--- config.mk ---
export PLATFORM = sky130hd
export DESIGN_NAME = step_counter
export DESIGN_NICKNAME = d
export VERILOG_FILES = /design/src/rtl/step_counter_pkg.sv /design/src/rtl/edge_sync.sv /design/src/rtl/step_counter.sv
export SDC_FILE = /design/constraint.sdc
export NUM_CORES = 1
export LEC_CHECK = 0
export ABC_CLOCK_PERIOD_IN_PS = 3030
export CORE_UTILIZATION = 30
export CTS_CLUSTER_SIZE = 12
export DETAILED_ROUTE_END_ITERATION = 7
export PLACE_DENSITY_LB_ADDON = 0.05
export SYNTH_ARGS = -nofsm -noshare
export SYNTH_HDL_FRONTEND = slang
export SYNTH_SLANG_ARGS = --single-unit
--- constraint.sdc ---
create_clock -name clk -period 3.03 [get_ports clk]
set_clock_uncertainty 0.2 [all_clocks]
set_input_delay 0.7575 -clock clk [delete_from_list [all_inputs] [get_ports clk]]
set_output_delay 0.7575 -clock clk [all_outputs]
set_load 0.05 [all_outputs]
--- src/rtl/step_counter_pkg.sv ---
// Shared definitions for the step counter: direction and boundary-mode
// encodings plus the state encoding of the step-acceptance FSM.
package step_counter_pkg;

    localparam logic DIR_UP    = 1'b0;
    localparam logic DIR_DN    = 1'b1;

    localparam logic MODE_WRAP = 1'b0;
    localparam logic MODE_SAT  = 1'b1;

    // IDLE  : step seen low, the next synchronised rising edge is accepted
    // ARMED : an edge was consumed, waiting for the step line to drop
    typedef enum logic {
        IDLE  = 1'b0,
        ARMED = 1'b1
    } step_state_t;

endpackage

--- src/rtl/edge_sync.sv ---
// Two-flop synchroniser for the asynchronous step line, followed by a
// rising-edge detector gated by the IDLE/ARMED acceptance FSM.
// rise is high for one clock per accepted rising edge of 'in'.
module edge_sync
    import step_counter_pkg::*;
(
    input  logic clk,
    input  logic rst,
    input  logic in,
    output logic rise
);

    logic        r_sync0;
    logic        r_sync1;
    logic        r_prev;
    step_state_t r_state;
    logic        w_edge;

    assign w_edge = r_sync1 & ~r_prev;
    assign rise   = w_edge & (r_state == IDLE);

    // Synchronise the step line and keep the previous synchronised level
    always_ff @(posedge clk or posedge rst) begin
        if (rst) begin
            r_sync0 <= 1'b0;
            r_sync1 <= 1'b0;
            r_prev  <= 1'b0;
        end else begin
            r_sync0 <= in;
            r_sync1 <= r_sync0;
            r_prev  <= r_sync1;
        end
    end

    // Acceptance FSM: consume one edge, then wait for the synchronised release
    always_ff @(posedge clk or posedge rst) begin
        if (rst) begin
            r_state <= IDLE;
        end else begin
            case (r_state)
                IDLE:    if (w_edge)   r_state <= ARMED;
                ARMED:   if (!r_sync1) r_state <= IDLE;
                default: r_state <= IDLE;
            endcase
        end
    end

endmodule

--- src/rtl/step_counter.sv ---
// Modulo-MODULO up/down counter advanced by edges of an asynchronous step
// input. Per cycle priority is clear > load > step edge; lower-priority
// requests in the same cycle are dropped. Boundary crossing either wraps
// (with a one-cycle wrap pulse) or saturates, selected by mode.
module step_counter
    import step_counter_pkg::*;
#(
    parameter int WIDTH  = 2,
    parameter int MODULO = 4
) (
    input  logic             clk,
    input  logic             rst,
    input  logic             step,
    input  logic             dir,
    input  logic             mode,
    input  logic             load,
    input  logic [WIDTH-1:0] load_val,
    input  logic             clear,
    output logic [WIDTH-1:0] count,
    output logic             wrap,
    output logic             at_max,
    output logic             at_min
);

    // Top count value and MODULO itself, sized so MODULO = 2^WIDTH still fits
    localparam logic [WIDTH-1:0] MAX_VAL = WIDTH'(MODULO - 1);
    localparam logic [WIDTH:0]   MOD_VAL = (WIDTH + 1)'(MODULO);

    logic [WIDTH-1:0] r_count;
    logic             r_wrap;
    logic             w_rise;
    logic [WIDTH-1:0] w_next_count;
    logic             w_next_wrap;

    edge_sync u_edge_sync (
        .clk  (clk),
        .rst  (rst),
        .in   (step),
        .rise (w_rise)
    );

    // Next-state selection: clear, then load (clamped), then step edge
    always_comb begin
        w_next_count = r_count;
        w_next_wrap  = 1'b0;
        if (clear) begin
            w_next_count = '0;
        end else if (load) begin
            if ({1'b0, load_val} >= MOD_VAL) begin
                w_next_count = MAX_VAL;
            end else begin
                w_next_count = load_val;
            end
        end else if (w_rise) begin
            if (dir == DIR_UP) begin
                if (r_count != MAX_VAL) begin
                    w_next_count = r_count + WIDTH'(1);
                end else if (mode == MODE_WRAP) begin
                    w_next_count = '0;
                    w_next_wrap  = 1'b1;
                end
            end else begin
                if (r_count != '0) begin
                    w_next_count = r_count - WIDTH'(1);
                end else if (mode == MODE_WRAP) begin
                    w_next_count = MAX_VAL;
                    w_next_wrap  = 1'b1;
                end
            end
        end
    end

    // Count and wrap pulse registers
    always_ff @(posedge clk or posedge rst) begin
        if (rst) begin
            r_count <= '0;
            r_wrap  <= 1'b0;
        end else begin
            r_count <= w_next_count;
            r_wrap  <= w_next_wrap;
        end
    end

    assign count  = r_count;
    assign wrap   = r_wrap;
    assign at_max = (r_count == MAX_VAL);
    assign at_min = (r_count == '0);

endmodule

# Word level (Yosys, flattened, before mapping)
# Cells that the tools add are included.
# Widths: inputs -> output; s select.
# totals
reg_bits	7
in_bits	9
wordCells	38
# classes
n_addsub	2
n_eq_ne	4
muxes	18
n_bitwise	4
reduce_logical	4
# ops
operator	count
$mux 2	8
$ne 5x2->1 const B	2
$mux 1	9
$reduce_and 3->1	1
$reduce_bool 3->1	1
$add 2x1->2 const B	1
$and 1x1->1	2
$eq 2x2->1 const B	1
$logic_not 2->1	1
$ne 2x2->1 const B	1
$not 1->1	2
$pmux 1 s2	1
$reduce_bool 2->1	1
$sub 2x1->2 const B	1

# Depth between registers and ports, before layout
# logic_depth
word_depth	6
depth_mapped	5
mapped_depth_nobuf	5

# Hierarchy
# Synthesis repeated with hierarchy kept, for this count alone.
# hier_totals
hier_cells	34
hier_area_um2	364.1
# by_module_without_submodules
module	instances	cells_per_inst	area_per_inst_um2	seq_area_each_um2
step_counter	1	26	241.5	75.1
edge_sync	1	8	122.6	100.1

# Worst setup path after synthesis
# No wires, ideal clock.
# synth_path
path_kind	register to output
startpoint	reg r_count[0], in the netlist count[0]
endpoint	out at_min
arrival_ns	1.239
slack_ns	0.834
stages_incl_launch_ff	3
n_path_buf	0
path_cell_list	dfrtp_1 > inv_1 > ha_1
# synth_between
elab_chain_cells	1
# synth_rtl
item	line_no	rtl
from (decl)	step_counter.sv:29	logic [WIDTH-1:0] r_count;
from (signal assigned)	step_counter.sv:79	r_count <= w_next_count;
$logic_not 2->1	step_counter.sv:87	assign at_min = (r_count == '0);
to (decl)	step_counter.sv:22	output logic at_min
# Every way passes these cells.

# Final worst setup path
# Same ends and word-level chain as after synthesis.

==> results by group <==
Timing
  • Slew @ Worst Pin: 495 ps
  • Fin. Hold Viols: 0
  • Fin crit period: 2750 ps
  • Setup_tns: 0 ps
  • Peak Freq: 363 MHz
  • Final setup vio count: 0
  • Final Max Slew Viols: 0
  • Worst slew margin: 66.9%
  • Crit share post-route: 90.9%
  • Fin worst setup slack: 276 ps
  • RSZ-0062 raised after global routing: false

Clock network
  • Root Buffer Master: clkbuf_4
  • TritonCTS Buffers: 3
  • CTS tree: built
  • Post-CTS Resized: 0
  • # Post-CTS Setup Buffers: 0
  • CTS sink cnt: 7
  • Clock transition at path regs: about 50 ps
  • Worst-skew pair later-pin latency: between 200 and 250 ps
  • Clock Tree Buf Depth: 2
  • Cts hold-fix bufs: 0
  • Htree depth: 1

Synthesis
  • Average size of a mapped cell: 11.2 um2
  • Post-synth top cells: dfrtp_1 (7), inv_1 (5), ha_1 (4)
  • Sequential share of the synthesized area: 44.7%
  • Seq cells post-synth: 7
  • Synth Flop Type: dfrtp_1
  • Post-synth net total: 48
  • Post-synth design cell area: 392 um2
  • Yosys synthesis warning count: 0
  • Number of enable flip-flop cells after synthesis: 0
  • Number of distinct library cells after synthesis: 18
  • Largest area contributor in the netlist: dfrtp_1
  • Top-count cell post-synth: dfrtp_1
  • Main area contributors after synthesis: dfrtp_1 (45%), ha_1 (13%), mux2i_1 (7.7%)
  • Synth Instances: 35
  • Share of flip-flops with an asynchronous set or reset: 100%
  • Top cell type's share of synthesized area: between 40 and 50%

Worst setup path
  • R2R Path Start: count[0]
  • Worst r2r path cells: 5
  • CP Launch Type: flop
  • WP data required: slightly above 2000 ps
  • CP max stage cell: clkdlybuf4s50_1
  • CP arrival: approximately 1800 ps
  • Buffers & Inverters on Critical Path: 2
  • CP Capture Type: output pin
  • CP max FO: 6
  • CP cell instances: inv_1 > ha_1 > clkdlybuf4s50_1
  • CP top delay family: buffers and inverters
  • Reg2reg setup slack: ~1400 ps
  • Crit path launch: count[0]
  • Crit Path Class: flop to output pin
  • Capturing point of the worst reg2reg path: count[1]
  • Max stage delay on crit path: 810 ps

Routing
  • Post-Route WL: between 700 and 800 um
  • Vias: 301
  • Vias per inst: 4.56
  • DRT iter0 DRCs: 8
  • # DRC: 0
  • DR pass1 iterations: 4
  • Drt wl/cell: 11.4 um
  • Post-route ant nets: 0

Min path
  • Hold path cells: 0
  • Worst min path class: flop to flop
  • Hold endpoint: u_edge_sync.r_sync1
  • HP Start: u_edge_sync.r_sync0

Job
  • Max-cap viol count: 0

Floorplanning
  • Rows: 12
  • Boundary Pins: 14
  • Die Y: 38.1 um
  • Die Wd: 38.1 um
  • Initial core utilization: 33.9%
  • Die area: ~1500 um2
  • Core Region: 1160 um2

Placed design
  • Placed cell areas: 539 um2
  • HPWL Detailed: 615 um
  • Place WS: about 530 ps
  • Gpl congestion: about 0.64
  • Number of I/O port buffers: 13

Finish
  • Antenna diode count: 0
  • # nets final: 66
  • Post-route cell area: 566 um2
  • Layout cells sized above 1: 7.69%
  • Area Overhead vs Synth: 44.4%

Global route
  • GR Util All Layers: 13.7%
  • Wire length of the first global-routing pass: between 1000 and 1500 um
  • Vias in the first global route: 301
  • Initial antenna violation count: 0
  • Largest net degree at the start of global routing: 8
  • Overflow after GRT: 0

Power
  • Worst VDD drop: just under 300 uV
  • Power per Cell Area: around 500 nW/um2
  • Leak: 0.261 nW

Outcome
  • Outcome: finished, final reports clean
-- layer usage --
layer,GRT usage (%),vias to the layer above,share of wire [%]
met5,0,-,0
met4,2.68,0,0
met3,8.72,0,4.7
met2,19.9,10,50
met1,17.0,135,45
li1,-,156,-
-- stage by stage --
stage / power, mW / utilization, % / hold WS [ps] / cells
after detailed placement: 0.203 / 46.6 / 136 / 62
after CTS: 0.288 / 48.9 / 147 / 66
final: 0.282 / 48.9 / 147 / 66
after global routing: 0.302 / 48.9 / 160 / 66
after global placement: 0.199 / 46.6 / 135 / 62
after floorplan: 0.168 / - / 131 / 35
-- layout make-up --
cell class	count	area [um2]
tap	14	17.5
sequential	7	175
clock buffer	4	26.3
timing repair buffer	13	130
fill	108	591
multi-input combinational	23	198
inverter	5	18.8
-- power by group --
group / switching, mW / internal [mW] / total (mW)
registers: 0.00729 / 0.100 / 0.108
clock network: 0.0311 / 0.0500 / 0.0812
logic: 0.0532 / 0.0397 / 0.0929
-- kinds of logic after synthesis --
group | Yosys count | synth area share, %
compound gates | 6 | 12.1
simple gates | 9 | 15.7
fa+ha+maj | 4 | 12.8
xor+xnor | 1 | 2.24
mux | 3 | 7.67
flops | 7 | 44.7
buf+inv | 5 | 4.79
-- worst register-to-register path, stage by stage, from the launching register on --
cell	delay (ps)
dfrtp_1	430
inv_1	100
ha_1	320
xor2_1	150
o211ai_1	190
mux2i_1	90
-- placed cells by master (no fill, tap or decap), drive strengths merged --
cell	Yosys	layout
nor4b	1	1
or2	1	1
inv	5	5
or2b	1	1
o22ai	2	2
o32a	1	1
nor3b	1	1
o21ba	1	1
clkbuf	0	4
dfrtp	7	7
nand2b	1	1
mux2i	3	3
ha	4	4
xor2	1	1
nand2	2	2
a21boi	1	1
or3b	1	1
nor2b	1	1
o211ai	1	1
clkdlybuf4s50	0	13
-- sequential cells by signal (all words and copies together) (netlist names) --
| signal | cells |
|---|---|
| u_edge_sync.r_prev | 1 |
| u_edge_sync.r_sync1 | 1 |
| u_edge_sync.r_state | 1 |
| u_edge_sync.r_sync0 | 1 |
| wrap | 1 |
| count | 2 |
-- worst max path at each step --
stage | end | slack (ps) | cells after the start
4_1_cts | at_min | 260 | 3
3_5_place_dp | at_min | 530 | 3
2_1_floorplan | at_min | 830 | 2
5_1_grt | at_min | 220 | 3
6_report | at_min | 280 | 3
3_3_place_gp | at_min | 590 | 3
Note: power is estimated with default switching activity, not from simulation.
